File: config.mk
export PLATFORM = sky130hd
export DESIGN_NAME = agnus_dram_cycle_gen
export DESIGN_NICKNAME = d
export VERILOG_FILES = /design/src/rtl/agnus_dram_pkg.sv /design/src/rtl/agnus_addr_mux.sv /design/src/rtl/agnus_dram_cycle_gen.sv
export SDC_FILE = /design/constraint.sdc
export NUM_CORES = 1
export LEC_CHECK = 0
export CAP_MARGIN = 10
export CORE_MARGIN = 1
export CORE_UTILIZATION = 42
export DETAILED_ROUTE_END_ITERATION = 10
export GPL_TIMING_DRIVEN = 1
export PLACE_DENSITY = 0.67
export SETUP_SLACK_MARGIN = 0.15
export SYNTH_ARGS = -nofsm -noshare
export SYNTH_HDL_FRONTEND = slang
export SYNTH_HIERARCHICAL = 1
export SYNTH_SLANG_ARGS = --single-unit
File: constraint.sdc
create_clock -name CLK80 -period 2.5 [get_ports CLK80]
set_clock_uncertainty 0.15 [all_clocks]
set_input_delay 0.375 -clock CLK80 [delete_from_list [all_inputs] [get_ports CLK80]]
set_output_delay 0.375 -clock CLK80 [all_outputs]
set_load 0.01 [all_outputs]
File: src/rtl/agnus_dram_pkg.sv
// agnus_dram_pkg: shared types, default timing and address-mux helpers for
// the Agnus-style DRAM cycle generator and its verification models.
//   state_t      - cycle FSM states
//   addr_dec_t   - decoded row/column/RAS-select for one request
//   req_flags_t  - captured request qualifiers
//   row_addr()   - DRA value during the row phase
//   col_addr()   - DRA value during the column phase
package agnus_dram_pkg;

  typedef enum logic [2:0] {
    ST_IDLE,
    ST_ADDR,
    ST_RAS,
    ST_CAS,
    ST_PRE
  } state_t;

  // Default timing, in CLK80 cycles (12.5 ns).
  localparam int DEF_T_ASR = 1;
  localparam int DEF_T_RCD = 4;
  localparam int DEF_T_CAS = 8;
  localparam int DEF_T_RP  = 6;
  localparam int CNT_W     = 8;
  localparam int CNT_MAX   = (1 << CNT_W) - 1;

  typedef struct packed {
    logic [9:0] row;
    logic [9:0] col;
    logic [1:0] ras_sel;  // bit0 -> RAS0n, bit1 -> RAS1n (active-high select)
  } addr_dec_t;

  typedef struct packed {
    logic write;
    logic uds;
    logic lds;
    logic refresh;
  } req_flags_t;

  // a holds word address A[20:1], so A<n> sits at a[n-1].
  function automatic logic [9:0] row_addr(input logic [19:0] a, input logic mb2);
    return {(mb2 ? a[18] : 1'b0), a[16:8]};
  endfunction

  function automatic logic [9:0] col_addr(input logic [19:0] a, input logic mb2);
    return {(mb2 ? a[19] : 1'b0), a[17], a[7:0]};
  endfunction

endpackage

File: src/rtl/agnus_addr_mux.sv
// agnus_addr_mux: combinational row/column/RAS-select decode.
//   i_a        - word address A[20:1]
//   i_refresh  - RAS-only refresh (both banks)
//   o_dec      - row, column and RAS select
module agnus_addr_mux
  import agnus_dram_pkg::*;
#(
  parameter bit AGNUS_2MB = 1'b0
) (
  input  logic [19:0] i_a,
  input  logic        i_refresh,
  output addr_dec_t   o_dec
);

  always_comb begin
    o_dec.row = row_addr(i_a, AGNUS_2MB);
    o_dec.col = col_addr(i_a, AGNUS_2MB);
    if (i_refresh)      o_dec.ras_sel = 2'b11;
    else if (AGNUS_2MB) o_dec.ras_sel = 2'b01;
    else                o_dec.ras_sel = i_a[18] ? 2'b10 : 2'b01;  // A19 picks bank
  end

endmodule

File: src/rtl/agnus_dram_cycle_gen.sv
// agnus_dram_cycle_gen: turns a valid/ready request into Agnus-style chip-RAM
// strobes, including RAS-only refresh. All outputs are registered.
//   CLK80        - clock (12.5 ns), rising edge
//   REFRESH_RST  - async active-high reset
//   REQ_VALID/REQ_READY - request handshake, READY high only in IDLE
//   REQ_A, REQ_WRITE, REQ_UDS, REQ_LDS, REQ_REFRESH - request fields
//   DONE         - one-cycle pulse when RAS is released
//   DRA          - multiplexed DRAM address
//   RAS0n, RAS1n, CASLn, CASUn, AWEn, DBRn - active-low strobes
module agnus_dram_cycle_gen
  import agnus_dram_pkg::*;
#(
  parameter int T_ASR     = DEF_T_ASR,
  parameter int T_RCD     = DEF_T_RCD,
  parameter int T_CAS     = DEF_T_CAS,
  parameter int T_RP      = DEF_T_RP,
  parameter bit AGNUS_2MB = 1'b0
) (
  input  logic        CLK80,
  input  logic        REFRESH_RST,
  input  logic        REQ_VALID,
  output logic        REQ_READY,
  input  logic [19:0] REQ_A,
  input  logic        REQ_WRITE,
  input  logic        REQ_UDS,
  input  logic        REQ_LDS,
  input  logic        REQ_REFRESH,
  output logic        DONE,
  output logic [9:0]  DRA,
  output logic        RAS0n,
  output logic        RAS1n,
  output logic        CASLn,
  output logic        CASUn,
  output logic        AWEn,
  output logic        DBRn
);

  // Phase boundaries, as counter values (t=0 is the first cycle after accept).
  localparam int T_COL_I = T_ASR + 2;
  localparam int T_CAS_I = T_ASR + T_RCD;
  localparam int T_PRE_I = T_CAS_I + T_CAS;
  localparam int T_END_I = T_PRE_I + T_RP;

  localparam logic [CNT_W-1:0] C_RAS = CNT_W'(T_ASR);
  localparam logic [CNT_W-1:0] C_COL = CNT_W'(T_COL_I);
  localparam logic [CNT_W-1:0] C_CAS = CNT_W'(T_CAS_I);
  localparam logic [CNT_W-1:0] C_PRE = CNT_W'(T_PRE_I);
  localparam logic [CNT_W-1:0] C_END = CNT_W'(T_END_I);

  if (T_ASR < 1 || T_RCD < 3 || T_CAS < 1 || T_RP < 1) begin : g_bad_min
    $error("agnus_dram_cycle_gen: timing parameter below minimum");
  end
  if (T_END_I > CNT_MAX) begin : g_bad_sum
    $error("agnus_dram_cycle_gen: timing sum exceeds 8-bit counter");
  end

  state_t           r_state, w_state_nxt;
  logic [CNT_W-1:0] r_t, w_t_nxt, w_t_inc;
  logic             w_accept;

  addr_dec_t  w_dec, r_dec, w_cur_dec;
  req_flags_t w_flags, r_flags, w_cur_flags;

  logic       r_ready, r_done, r_ras0n, r_ras1n, r_casln, r_casun, r_awen, r_dbrn;
  logic [9:0] r_dra;
  logic       w_ready_nxt, w_done_nxt, w_ras0n_nxt, w_ras1n_nxt;
  logic       w_casln_nxt, w_casun_nxt, w_awen_nxt, w_dbrn_nxt;
  logic [9:0] w_dra_nxt;

  agnus_addr_mux #(.AGNUS_2MB(AGNUS_2MB)) u_mux (
    .i_a       (REQ_A),
    .i_refresh (REQ_REFRESH),
    .o_dec     (w_dec)
  );

  assign w_flags  = '{write: REQ_WRITE, uds: REQ_UDS, lds: REQ_LDS, refresh: REQ_REFRESH};
  assign w_accept = REQ_VALID && (r_state == ST_IDLE);
  assign w_t_inc  = r_t + 1'b1;

  // On the accept edge the request registers are not loaded yet, so the
  // output decode looks straight at the incoming request.
  assign w_cur_dec   = w_accept ? w_dec   : r_dec;
  assign w_cur_flags = w_accept ? w_flags : r_flags;

  // State / counter register
  always_ff @(posedge CLK80 or posedge REFRESH_RST) begin
    if (REFRESH_RST) begin
      r_state <= ST_IDLE;
      r_t     <= '0;
    end else begin
      r_state <= w_state_nxt;
      r_t     <= w_t_nxt;
    end
  end

  // Request capture, held for the whole cycle
  always_ff @(posedge CLK80 or posedge REFRESH_RST) begin
    if (REFRESH_RST) begin
      r_dec   <= '0;
      r_flags <= '0;
    end else if (w_accept) begin
      r_dec   <= w_dec;
      r_flags <= w_flags;
    end
  end

  // Next state
  always_comb begin
    w_state_nxt = r_state;
    w_t_nxt     = w_t_inc;
    unique case (r_state)
      ST_IDLE: begin
        w_t_nxt = '0;
        if (REQ_VALID) w_state_nxt = ST_ADDR;
      end
      ST_ADDR: if (w_t_inc == C_RAS) w_state_nxt = ST_RAS;
      ST_RAS:  if (w_t_inc == C_CAS) w_state_nxt = ST_CAS;
      ST_CAS:  if (w_t_inc == C_PRE) w_state_nxt = ST_PRE;
      ST_PRE: begin
        if (w_t_inc == C_END) begin
          w_state_nxt = ST_IDLE;
          w_t_nxt     = '0;
        end
      end
      default: begin
        w_state_nxt = ST_IDLE;
        w_t_nxt     = '0;
      end
    endcase
  end

  // Output decode of the upcoming state; registered below so nothing on
  // REQ_* reaches a pin combinationally.
  always_comb begin
    w_ready_nxt = (w_state_nxt == ST_IDLE);
    w_done_nxt  = 1'b0;
    w_dra_nxt   = r_dra;
    w_ras0n_nxt = 1'b1;
    w_ras1n_nxt = 1'b1;
    w_casln_nxt = 1'b1;
    w_casun_nxt = 1'b1;
    w_awen_nxt  = 1'b1;
    w_dbrn_nxt  = 1'b1;
    unique case (w_state_nxt)
      ST_ADDR: begin
        w_dbrn_nxt = 1'b0;
        w_dra_nxt  = w_cur_dec.row;
        w_awen_nxt = ~(w_cur_flags.write & ~w_cur_flags.refresh);
      end
      ST_RAS, ST_CAS: begin
        w_dbrn_nxt  = 1'b0;
        w_awen_nxt  = ~(w_cur_flags.write & ~w_cur_flags.refresh);
        w_ras0n_nxt = ~w_cur_dec.ras_sel[0];
        w_ras1n_nxt = ~w_cur_dec.ras_sel[1];
        // Refresh keeps the row on DRA for the whole cycle.
        if (!w_cur_flags.refresh && w_t_nxt >= C_COL) w_dra_nxt = w_cur_dec.col;
        if (w_state_nxt == ST_CAS && !w_cur_flags.refresh) begin
          w_casun_nxt = ~w_cur_flags.uds;
          w_casln_nxt = ~w_cur_flags.lds;
        end
      end
      ST_PRE:  w_done_nxt = (r_state == ST_CAS);
      default: ;
    endcase
  end

  always_ff @(posedge CLK80 or posedge REFRESH_RST) begin
    if (REFRESH_RST) begin
      r_ready <= 1'b1;
      r_done  <= 1'b0;
      r_dra   <= '0;
      r_ras0n <= 1'b1;
      r_ras1n <= 1'b1;
      r_casln <= 1'b1;
      r_casun <= 1'b1;
      r_awen  <= 1'b1;
      r_dbrn  <= 1'b1;
    end else begin
      r_ready <= w_ready_nxt;
      r_done  <= w_done_nxt;
      r_dra   <= w_dra_nxt;
      r_ras0n <= w_ras0n_nxt;
      r_ras1n <= w_ras1n_nxt;
      r_casln <= w_casln_nxt;
      r_casun <= w_casun_nxt;
      r_awen  <= w_awen_nxt;
      r_dbrn  <= w_dbrn_nxt;
    end
  end

  assign REQ_READY = r_ready;
  assign DONE      = r_done;
  assign DRA       = r_dra;
  assign RAS0n     = r_ras0n;
  assign RAS1n     = r_ras1n;
  assign CASLn     = r_casln;
  assign CASUn     = r_casun;
  assign AWEn      = r_awen;
  assign DBRn      = r_dbrn;

endmodule

==> run summary <==
The flow ran to the end, and the final reports show no timing, DRC or antenna violations. The biggest fanout along the worst timing path is 7. In the synthesized netlist the dominant register cell turns out to be dfrtp_1. The initial standard-cell utilization of the core is 43.6%.

STA classifies the critical path endpoint as a flop. The worst hold path belongs to the class input port to async pin. The highest achievable clock rate is 0.414 GHz. The post-layout instance area is 3430 sq um. The number of enable-type register cells in the synthesized netlist came out at 0. The final critical-path setup slack came out at 0.0832 ns. The number of antenna diodes in the final layout is 0. Across the run, the number of max-cap violations was 0.

The placement-stage cell area came out at 3010 sq um. The total overflow left after global routing is 0. The total vias in the final route is 1795. The part of the power in the clock network came out at 13.0%. The number of port buffers is 43. The maximum count of clock buffers along a single path is 2. Yosys printed 6 warnings.

The final routed wire length divided by cell count came out at 15.5 um. The sequential power share came out at 34.9%. Relative to the synthesized area, the layout overhead comes to 32.9%. TritonCTS built the clock tree. The worst path required time came out at 2.54 ns. In this run, synthesis produced a sequential element count of 55. In this run the count of I/O pins placed on the die edge is 45.

The total power of the final layout came out at 4.37 mW. The chip width came out at 80.4 um. The number of H-tree branching levels came out at 2. The detail route stage leaves a number of antenna-violating nets equal to 0. The average size of a mapped cell came out at 11.8 sq um. The total standard cell area after synthesis came out at 2580 sq um. Sequential cells were found to cover 53.6% of the synthesized design area.

The DRC violations left is 0. The wire length of the first global-routing pass came out at 8540 um. At the end of routability-driven placement, the weighted congestion stood at 0.788. The post-layout net count is 303. The later pin in the worst-skew pair is clocked with a latency of 0.30 ns. The die span in y is 80.4 um. Leaving out fill and tap cells, the most frequent cells in the layout are dfrtp_1, clkdlybuf4s50_1, mux2_2, buf_4, nor2_1. The reg2reg setup slack came out at 0.08 ns. The arrival time of data at the critical path endpoint is 2.45 ns. Counting the buffers created by CTS gives 5. For this design the ratio of total power to cell area is 1270 nW/um^2. The initial DRC count is 124.

The worst register-to-register path ends at DRA[0]. For this design the static power due to leakage is 1.44 nW. In the final layout, the share of cells above drive strength 1 is 37.2%. The sum of net half-perimeters after detailed placement came out at 3340 um. The internal power of the cells totals 2.88 mW.

The count of filler cells inserted in the layout is 505. The number of pins exceeding their max-slew limit in the final report was 0. The overall routed net length is 5420 um. The via count of the first global-routing pass came out at 1805. The number of hold violations in the final report came to 0.

The clock period minus final worst setup slack is 2.42 ns. In the routed layout, each cell is associated on average with a via count of 5.14. The number of distinct library cell variants in the gate-level netlist after synthesis is 45.

Measured in cells, the most critical reg-to-reg path has a length of 8. The critical path's slowest cell is dfrtp_2. The worst slack at placement came out at 0.0788 ns. The number of antenna violations at the first check in global routing is 0. Setup repair after global routing could not meet its margin everywhere.

The buffer type at the clock tree root is clkbuf_8. The maximum number of pins on one net before global-route repair is 36. The floorplan row count is 28.

The maximum VDD drop is 0.657 mV. In the synthesized netlist the async set-or-reset flop fraction comes to 100%. The final number of setup-violating endpoints came out at 0.

Traced cell by cell, the critical path runs through ha_4, nand3_4, o21ai_1, o2111a_2, a32o_2, a31oi_4, buf_6, a221o_1. The count of mapped cells out of synthesis came out at 219. Final hold analysis gives a worst-case slack of 0.0808 ns. The worst register-to-register path begins at r_t[1].

The count of clock tree sinks came out at 55. The first-pass iteration count of the detailed router is 4. The sequential cell area in the final layout is 1390 sq um. The share of total power consumed by net switching came out at 33.9%. The setup path with the least slack is of type flop to flop.

The largest single stage delay on the critical path is 0.47 ns. The total of hold buffers inserted after clock tree synthesis came out at 0. The startpoint type of the worst setup path is a flop. The final core utilization came out at 58.0%. The core area came out at 5920 sq um.

The total routing usage reported by global routing is 17.6%. The switching power is 1.48 mW. The share of total power dissipated in combinational logic is 52.1%.

The CTS clock-pin slew for the worst setup and hold paths is 0.09 ns. The post-route fraction of the period consumed by the critical path came out at 96.7%. The multi-input combinational cells in the finished layout cover a total of 1140 sq um. The total die area came out at 6470 sq um.
-- metrics by stage --
stage                     std cells  TNS [ns]
after floorplan                 220         0
after global placement          319         0
after detailed placement        319         0
after CTS                       335         0
after global routing            349   -0.0220
final                           349         0
-- Yosys cell counts (4+ instances only) --
cell | n | area, sq um
dfrtp_1 | 48 | 1200
mux2_2 | 26 | 293
buf_4 | 21 | 158
nor2_1 | 16 | 60.1
nand2_1 | 11 | 41.3
a221o_1 | 10 | 100
and2_1 | 10 | 62.6
dfstp_2 | 7 | 184
inv_1 | 7 | 26.3
a21oi_1 | 5 | 25.0
nor3_1 | 4 | 20.0
o21ai_0 | 4 | 20.0
xnor2_1 | 4 | 35.0
-- flip-flops by register name, indices dropped and copies added (netlist names) --
name       count
AWEn           1
CASLn          1
CASUn          1
DBRn           1
DONE           1
DRA           10
RAS0n          1
RAS1n          1
REQ_READY      1
r_dec         22
r_flags        4
r_state        3
r_t            8
-- critical path, delay by kind of cell, from the launching register on --
family	cells	cell delay (ns)
buffers and inverters	1	0.16
adder cells (fa/ha/maj)	1	0.21
flip-flops	1	0.47
AO/OA/AOI/OAI	5	1.23
AND/OR/NAND/NOR	1	0.08
-- logic make-up (layout without fill, tap and decap cells) --
kind of cell	Yosys count	after routing	synth area share, %
simple gates	62	63	12.8
compound gates	30	30	9.59
flops	55	55	53.6
other cells	1	2	0.145
fa+ha+maj	3	3	1.45
buf+inv	35	88	8.58
xor+xnor	6	6	2.03
mux	27	27	11.7
-- how the worst max path moves through the flow --
stage          startpoint  endpoint  cells past startpoint
2_1_floorplan  r_state[0]    DRA[5]                      6
3_3_place_gp       r_t[2]    DRA[7]                      7
3_5_place_dp       r_t[1]    DRA[7]                      8
4_1_cts            r_t[1]    DRA[7]                      9
5_1_grt            r_t[3]    DRA[8]                      6
6_report           r_t[1]    DRA[0]                      8
-- power groups by stage --
stage          registers, mW  clock network [mW]  logic [mW]
2_1_floorplan           1.54                   0        1.13
3_5_place_dp            1.55                   0        1.73
3_3_place_gp            1.53                   0        1.69
5_1_grt                 1.57               0.621        2.46
6_report                1.52               0.569        2.27
4_1_cts                 1.54               0.585        1.95
-- metal layers --
metal	vias up	wire length [um]	track usage, %
met5	-	0	0
met4	0	63	5.36
met3	5	207	3.86
met2	31	2740	29.4
met1	910	2420	22.6
li1	849	-	-
-- final cells by class --
type,count,area share (%)
clock inverter,1,0.875
multi-input combinational,131,33.1
inverter,7,0.765
clock buffer,7,2.22
tap,75,2.73
timing repair buffer,73,19.8
sequential,55,40.5
-- timing repair --
item | CTS | global route
hold endpoints to repair | 0 | 0
setup endpoints to repair | 10 | 10
pin swaps | 12 | 14
cloned | 2 | 0
resized for setup | 16 | 17
setup buffers | 6 | 14
Power figures use the tool's default switching activity.
